### src/rtl/wb_gpio_irq.sv
// ============================================================================
// Module      : wb_gpio_irq
// Description : Wishbone GPIO with edge-selectable, sticky W1C interrupt status
//               and a level interrupt output. Define WBGPIO_DEBOUNCE_EN to add
//               a per-input debounce filter between synchroniser and edge logic.
// Revision    : 1.0 - initial release
// ============================================================================
`default_nettype none

module wb_gpio_irq #(
    parameter int          NIN      = 16,
    parameter int          NOUT     = 16,
    parameter logic [15:0] DEFAULT  = 16'h0,
    parameter int          DEBOUNCE = 16
) (
    input  logic            i_clk,
    input  logic            i_rst,
    input  logic            i_wb_cyc,
    input  logic            i_wb_stb,
    input  logic            i_wb_we,
    input  logic [1:0]      i_wb_addr,
    input  logic [31:0]     i_wb_data,
    output logic            o_wb_ack,
    output logic            o_wb_stall,
    output logic [31:0]     o_wb_data,
    input  logic [NIN-1:0]  i_gpio,
    output logic [NOUT-1:0] o_gpio,
    output logic            o_int
);

    localparam logic [1:0] c_addr_data = 2'd0;
    localparam logic [1:0] c_addr_ien  = 2'd1;
    localparam logic [1:0] c_addr_stat = 2'd2;
    localparam logic [1:0] c_addr_edg  = 2'd3;

    logic [NIN-1:0]  r_sync_x;
    logic [NIN-1:0]  r_sync_r;
    logic [NIN-1:0]  w_din;
    logic [NIN-1:0]  r_prev;
    logic [NIN-1:0]  w_rise;
    logic [NIN-1:0]  w_fall;
    logic [NIN-1:0]  w_hit;
    logic [NIN-1:0]  w_clr;
    logic [NIN-1:0]  r_ien;
    logic [NIN-1:0]  r_stat;
    logic [NIN-1:0]  r_edge_r;
    logic [NIN-1:0]  r_edge_f;
    logic [NOUT-1:0] r_gpio;
    logic            r_ack;
    logic            r_int;
    logic [31:0]     r_rdata;
    logic [31:0]     w_rdata;
    logic            w_stb;
    logic            w_wr;

    assign w_stb = i_wb_cyc & i_wb_stb;
    assign w_wr  = w_stb & i_wb_we;

    // Two-flop synchroniser for the asynchronous inputs
    always_ff @(posedge i_clk) begin
        if (i_rst) begin
            r_sync_x <= '0;
            r_sync_r <= '0;
        end else begin
            r_sync_x <= i_gpio;
            r_sync_r <= r_sync_x;
        end
    end

`ifdef WBGPIO_DEBOUNCE_EN
    localparam int c_cw = $clog2(DEBOUNCE);

    logic [NIN-1:0] w_deb;

    for (genvar gi = 0; gi < NIN; gi++) begin : g_deb
        logic [c_cw-1:0] r_cnt;
        logic            r_bit;

        // Follow r only once it has disagreed for DEBOUNCE consecutive cycles
        always_ff @(posedge i_clk) begin
            if (i_rst) begin
                r_cnt <= '0;
                r_bit <= 1'b0;
            end else if (r_sync_r[gi] == r_bit) begin
                r_cnt <= '0;
            end else if (r_cnt == c_cw'(DEBOUNCE - 1)) begin
                r_cnt <= '0;
                r_bit <= r_sync_r[gi];
            end else begin
                r_cnt <= r_cnt + 1'b1;
            end
        end

        assign w_deb[gi] = r_bit;
    end

    assign w_din = w_deb;
`else
    assign w_din = r_sync_r;
`endif

    always_ff @(posedge i_clk) begin
        if (i_rst) begin
            r_prev <= '0;
        end else begin
            r_prev <= w_din;
        end
    end

    assign w_rise = w_din & ~r_prev;
    assign w_fall = ~w_din & r_prev;
    assign w_hit  = (w_rise & r_edge_r) | (w_fall & r_edge_f);
    assign w_clr  = (w_wr && i_wb_addr == c_addr_stat) ? i_wb_data[NIN-1:0] : '0;

    // Read data reflects state before any write in the same cycle
    always_comb begin
        w_rdata = '0;
        case (i_wb_addr)
            c_addr_data: begin
                w_rdata[NIN+15:16] = w_din;
                w_rdata[NOUT-1:0]  = r_gpio;
            end
            c_addr_ien: begin
                w_rdata[NIN-1:0] = r_ien;
            end
            c_addr_stat: begin
                w_rdata[NIN-1:0] = r_stat;
            end
            default: begin
                w_rdata[NIN-1:0]   = r_edge_r;
                w_rdata[NIN+15:16] = r_edge_f;
            end
        endcase
    end

    always_ff @(posedge i_clk) begin
        if (i_rst) begin
            r_gpio   <= DEFAULT[NOUT-1:0];
            r_ien    <= '0;
            r_edge_r <= '1;
            r_edge_f <= '1;
        end else if (w_wr) begin
            case (i_wb_addr)
                c_addr_data: r_gpio <= (r_gpio & ~i_wb_data[NOUT+15:16])
                                     | (i_wb_data[NOUT-1:0] & i_wb_data[NOUT+15:16]);
                c_addr_ien:  r_ien  <= i_wb_data[NIN-1:0];
                c_addr_edg: begin
                    r_edge_r <= i_wb_data[NIN-1:0];
                    r_edge_f <= i_wb_data[NIN+15:16];
                end
                default: ;
            endcase
        end
    end

    // New edges take priority over a simultaneous write-1-to-clear
    always_ff @(posedge i_clk) begin
        if (i_rst) begin
            r_stat <= '0;
            r_int  <= 1'b0;
        end else begin
            r_stat <= (r_stat & ~w_clr) | w_hit;
            r_int  <= |(r_stat & r_ien);
        end
    end

    always_ff @(posedge i_clk) begin
        if (i_rst) begin
            r_ack   <= 1'b0;
            r_rdata <= '0;
        end else begin
            r_ack <= w_stb;
            if (w_stb) begin
                r_rdata <= w_rdata;
            end
        end
    end

    assign o_wb_ack   = r_ack;
    assign o_wb_stall = 1'b0;
    assign o_wb_data  = r_rdata;
    assign o_gpio     = r_gpio;
    assign o_int      = r_int;

endmodule

`default_nettype wire

### config.mk
export PLATFORM = sky130hd
export DESIGN_NAME = wb_gpio_irq
export DESIGN_NICKNAME = d
export VERILOG_FILES = /design/src/rtl/wb_gpio_irq.sv
export SDC_FILE = /design/constraint.sdc
export NUM_CORES = 1
export LEC_CHECK = 0
export ABC_AREA = 1
export BUFFER_PORTS_ARGS = -buffer_cell sky130_fd_sc_hd__buf_2
export CORE_ASPECT_RATIO = 0.6
export CORE_MARGIN = 2
export CORE_UTILIZATION = 40
export CTS_CLUSTER_SIZE = 30
export DETAILED_ROUTE_END_ITERATION = 8
export PLACE_DENSITY = 0.67
export RECOVER_POWER = 50
export SLEW_MARGIN = 10
export SYNTH_ARGS = -nofsm -noshare
export SYNTH_HDL_FRONTEND = slang
export SYNTH_SLANG_ARGS = --single-unit
### constraint.sdc
create_clock -name i_clk -period 2.5 [get_ports i_clk]
set_input_delay 0.375 -clock i_clk [delete_from_list [all_inputs] [get_ports i_clk]]
set_output_delay 0.375 -clock i_clk [all_outputs]
set_load 0.02 [all_outputs]
After elaboration in Yosys (flattened, before gate mapping)
Cells that the tools add are included.
{"block": "op_classes", "eq_ne": 3, "n_mux": 3, "n_bitwise": 17, "reduce_logical": 7}
{"operator": "$and A16 B16 Y16", "n": 8}
{"operator": "$not A16 Y16", "n": 4}
{"operator": "$or A16 B16 Y16", "n": 3}
{"operator": "$pmux W16 S3", "n": 1}
{"operator": "$pmux W16 S2", "n": 1}
{"operator": "$mux W16", "n": 1}
{"operator": "$reduce_or A16 Y1", "n": 1}
{"operator": "$reduce_and A2 Y1", "n": 3}
{"operator": "$eq A2 B2 Y1 const B", "n": 2}
{"operator": "$and A1 B1 Y1", "n": 2}
{"operator": "$eq A2 B1 Y1 const B", "n": 1}
{"operator": "$logic_not A2 Y1", "n": 1}
{"operator": "$reduce_or A2 Y1", "n": 1}
{"operator": "$logic_and A1 B1 Y1", "n": 1}
{"block": "totals", "reg_bits": 162, "inputBits": 55, "out_inout_bits": 51, "elab_cells": 41}

Longest topological paths before layout
{"block": "logic_depth", "ltp_word": 7, "ltp_mapped": 7, "depth_no_buf": 6}

Worst setup path after synthesis
No wires, ideal clock.
{"block": "synth_timing", "path_type": "input to register", "from": "input port i_wb_cyc", "to": "register with a tool-made name", "setup_time_ns": 0.132, "arrival_time_ns": 1.089, "t_required_ns": 2.368, "slack_ns": 1.279, "stages": 7, "path_buffers": 2, "cell_sequence": "nand2_2 -> nor2_4 -> buf_4 -> buf_2 -> nand3_1 -> nand2_1 -> a21oi_1"}
{"element": "start: declaration", "line": "18", "text": "input logic i_wb_cyc,"}

Final worst setup path
{"block": "layout_timing", "from": "input port i_wb_addr[1]", "to": "register r_stat[13]"}
{"block": "layout_via", "elab_chain_len": 6}
{"element": "start: declaration", "line": "21", "text": "input logic [1:0] i_wb_addr,"}
{"element": "$eq A2 B2 Y1", "line": "113", "text": "assign w_clr = (w_wr && i_wb_addr == c_addr_stat) ? i_wb_data[NIN-1:0] : '0;"}
{"element": "$logic_and A1 B1 Y1", "line": "113"}
{"element": "$mux W16", "line": "113"}
{"element": "$not A16 Y16", "line": "162", "text": "r_stat <= (r_stat & ~w_clr) | w_hit;"}
{"element": "$and A16 B16 Y16", "line": "162"}
{"element": "$or A16 B16 Y16", "line": "162"}
{"element": "end signal: assignment", "line": "162"}
{"element": "end: declaration", "line": "45", "text": "logic [NIN-1:0] r_stat;"}
Every way passes these cells.
A chain may end at the register's enable or synchronous reset.

==> reports/metrics.yaml <==
outcome:
  status: "completed"
yosys:
  synth-simple-area-share_pct: 30.0
  netlist_instances: 922
  synth_area_um2: 6540
  synth_nets: 977
  synth_top_family_by_area: "simple AND/OR/NAND/NOR gates"
  synthMuxAreaShare_pct: 0
  yosys.area.top_type_share_pct: 49.6
  yosys.area.top_type: "dfxtp_1"
  synth-seq-cells: 162
  synth_xor_area_share_pct: 0
  yosysSeqAreaShare_pct: 49.6
  syn-mean-instance-area_um2: 7.09
  synth_cell_type_count: 20
  yosysWarnings: 0
  synthAdderAreaFrac_pct: 0
  ys_top_cells_by_area: "dfxtp_1 (50%), nand2_1 (14%), nand3_1 (7.4%), nor2_1 (6.9%), o21ai_0 (5.9%)"
  synth_compound_area_share_pct: 11.0
final_layout:
  fin_util_pct: 47.9
  layout_common_cells: "nand2_1 (236), dfxtp_1 (162), nor2_1 (120)"
  final_common_cell: "nand2_1"
  drive_above_1_share_pct: 11.3
  num_antenna_cells: 0
  layout.nets: 1059
  instances_no_fill: 1226
  syn2layout_area_growth_pct: 18.3
power:
  power.internal_mw: 4.54
  p_sw_mw: 1.56
  peakVddDrop_uv: 424
  p_leak_nw: 3.57
  p_seq_share_pct: 44.9
  total_power_mw: 6.10
  p_per_area_nw_per_um2: 789
  combPwrFrac_pct: 8.0
  power_frac_clock_pct: 47.2
  swShare_pct: 25.6
place:
  dp_slack_ns: 0.616
  dp.cells: 1194
  hpwl_um: 12100
  port_buffers: 104
  gp_congestion: 0.853
floorplan:
  dieArea_um2: 17400
  die_h_um: 103
  core_area_um2: 16100
  num_rows: 36
  ios: 106
  dieWidth_um: 169
  initial_utilization_pct: 40.5
clock_network:
  cts-root-buf: "clkbuf_16"
  clk_latency_ns: 0.43
  clkTransAtPathRegs_ns: 0.07
  post_cts_resized: 0
  cts_tree: "built"
  cts_buffers: 17
  clock-sinks: 162
  hold_buffers: 0
  cts-htree-levels: 4
  post_cts_buffers: 0
  cts.path.max_buffers: 2
global_routing:
  grt_pass1_wl_um: 28900
  grt_antenna_before_repair: 0
  grt_overflow: 0
  grt_pass1_vias: 5893
  grt_max_degree: 110
  track_usage_pct: 21.1
timing:
  slew_headroom_pct: 14.3
  worst_pin_slew_ns: 1.29
  grt_setup_unrepaired: "false"
  slew_viol_final: 0
  period_needed_ns: 1.58
  max_freq_mhz: 635
  post-route-period-util_pct: 63.0
  finalSetupTns_ns: 0
  skew_ns: 0.00679
  finalSetupViolations: 0
  hold_viol: 0
  layout_setup_ws_ns: 0.924
detailed_routing:
  vias: 6253
  drt_iter0_drc: 430
  antenna_left: 0
  wirelength_um: 17800
  wl_per_cell_um: 14.5
  viasPerCell: 5.10
  first_pass_iters: 5
  remaining_drc_errors: 0
setup_path:
  start_kind: "primary input"
  worstPathRequired_ns: 2.75
  endpoint_kind: "flip-flop"
  path_max_fanout: 25
  cp.arrival_ns: 1.83
  worst-setup-path-type: "in -> reg"
hold_path:
  min_path_type: "in -> reg"
job:
  cap_violations: 0
## routing by layer
| metal | global-route usage (%) | routed length (um) | vias up | share of wire, % |
|---|---|---|---|---|
| met4 | 7.03 | 230 | 0 | 1.3 |
| met1 | 27.2 | 8160 | 2935 | 46 |
| met3 | 4.07 | 1010 | 23 | 5.7 |
| li1 | - | - | 3093 | - |
| met2 | 36.1 | 8430 | 202 | 47 |
| met5 | 0 | 0 | - | 0 |
## cells in the mapped netlist (all sizes together)
master / number
inv: 87
nor2: 123
nand3: 96
buf: 35
conb: 1
o21ai: 85
dfxtp: 162
nand2: 238
clkinv: 2
nand4: 16
clkbuf: 18
a21oi: 59
## power groups by stage
stage / logic, mW / registers, mW / clock network (mW)
CTS: 0.497 / 2.73 / 2.90
global placement: 0.486 / 2.79 / 0
floorplan: 0.277 / 2.82 / 0
global route: 0.547 / 2.75 / 3.02
finish: 0.485 / 2.74 / 2.88
detailed placement: 0.494 / 2.79 / 0
## critical path, cell delays in order
cell and delay (ns):
buf_2 0.36, inv_1 0.34, nor2_4 0.44, nand3_1 0.16
nand2_1 0.10, a21oi_1 0.06
## state kept, by name, indices dropped and copies added, names as in the netlist, named ones only
register	flops
o_int	1
o_wb_ack	1
o_wb_data	32
r_edge_f	16
r_edge_r	16
r_ien	16
r_prev	16
r_stat	16
r_sync_r	16
r_sync_x	16
## final cells by class
type,count,area [um2]
Clock buffer,17,425
Timing Repair Buffer,116,558
Tap cell,209,262
Fill cell,1680,8400
Clock inverter,15,220
Sequential cell,162,3240
Multi-Input combinational cell,618,2690
Inverter,89,334
## per-stage QoR
stage / hold WS (ns) / instance area, um2
after global routing: 0.145 / 7730
after floorplan: 0.388 / 6540
after detailed placement: 0.394 / 7150
final: 0.142 / 7730
after CTS: 0.137 / 7800
after global placement: 0.390 / 7150
## worst paths after layout
| kind | startpoint | to | slack, ns | depth (start not counted) |
|---|---|---|---|---|
| worst min-delay path | i_gpio[1] | r_sync_x[1] | 0.14 | 3 |
| worst min register to register | r_sync_x[1] | r_sync_r[1] | 0.40 | 2 |
| worst max-delay path | i_wb_addr[1] | r_stat[13] | 0.92 | 6 |
| worst max register to register | r_stat[2] | o_int | 1.37 | 6 |
## logic make-up after synthesis
kind of cell | after synthesis
AND/OR/NAND/NOR | 473
buffers and inverters | 142
flip-flops | 162
AO/OA/AOI/OAI | 144
other | 1
Power figures use the tool's default switching activity.
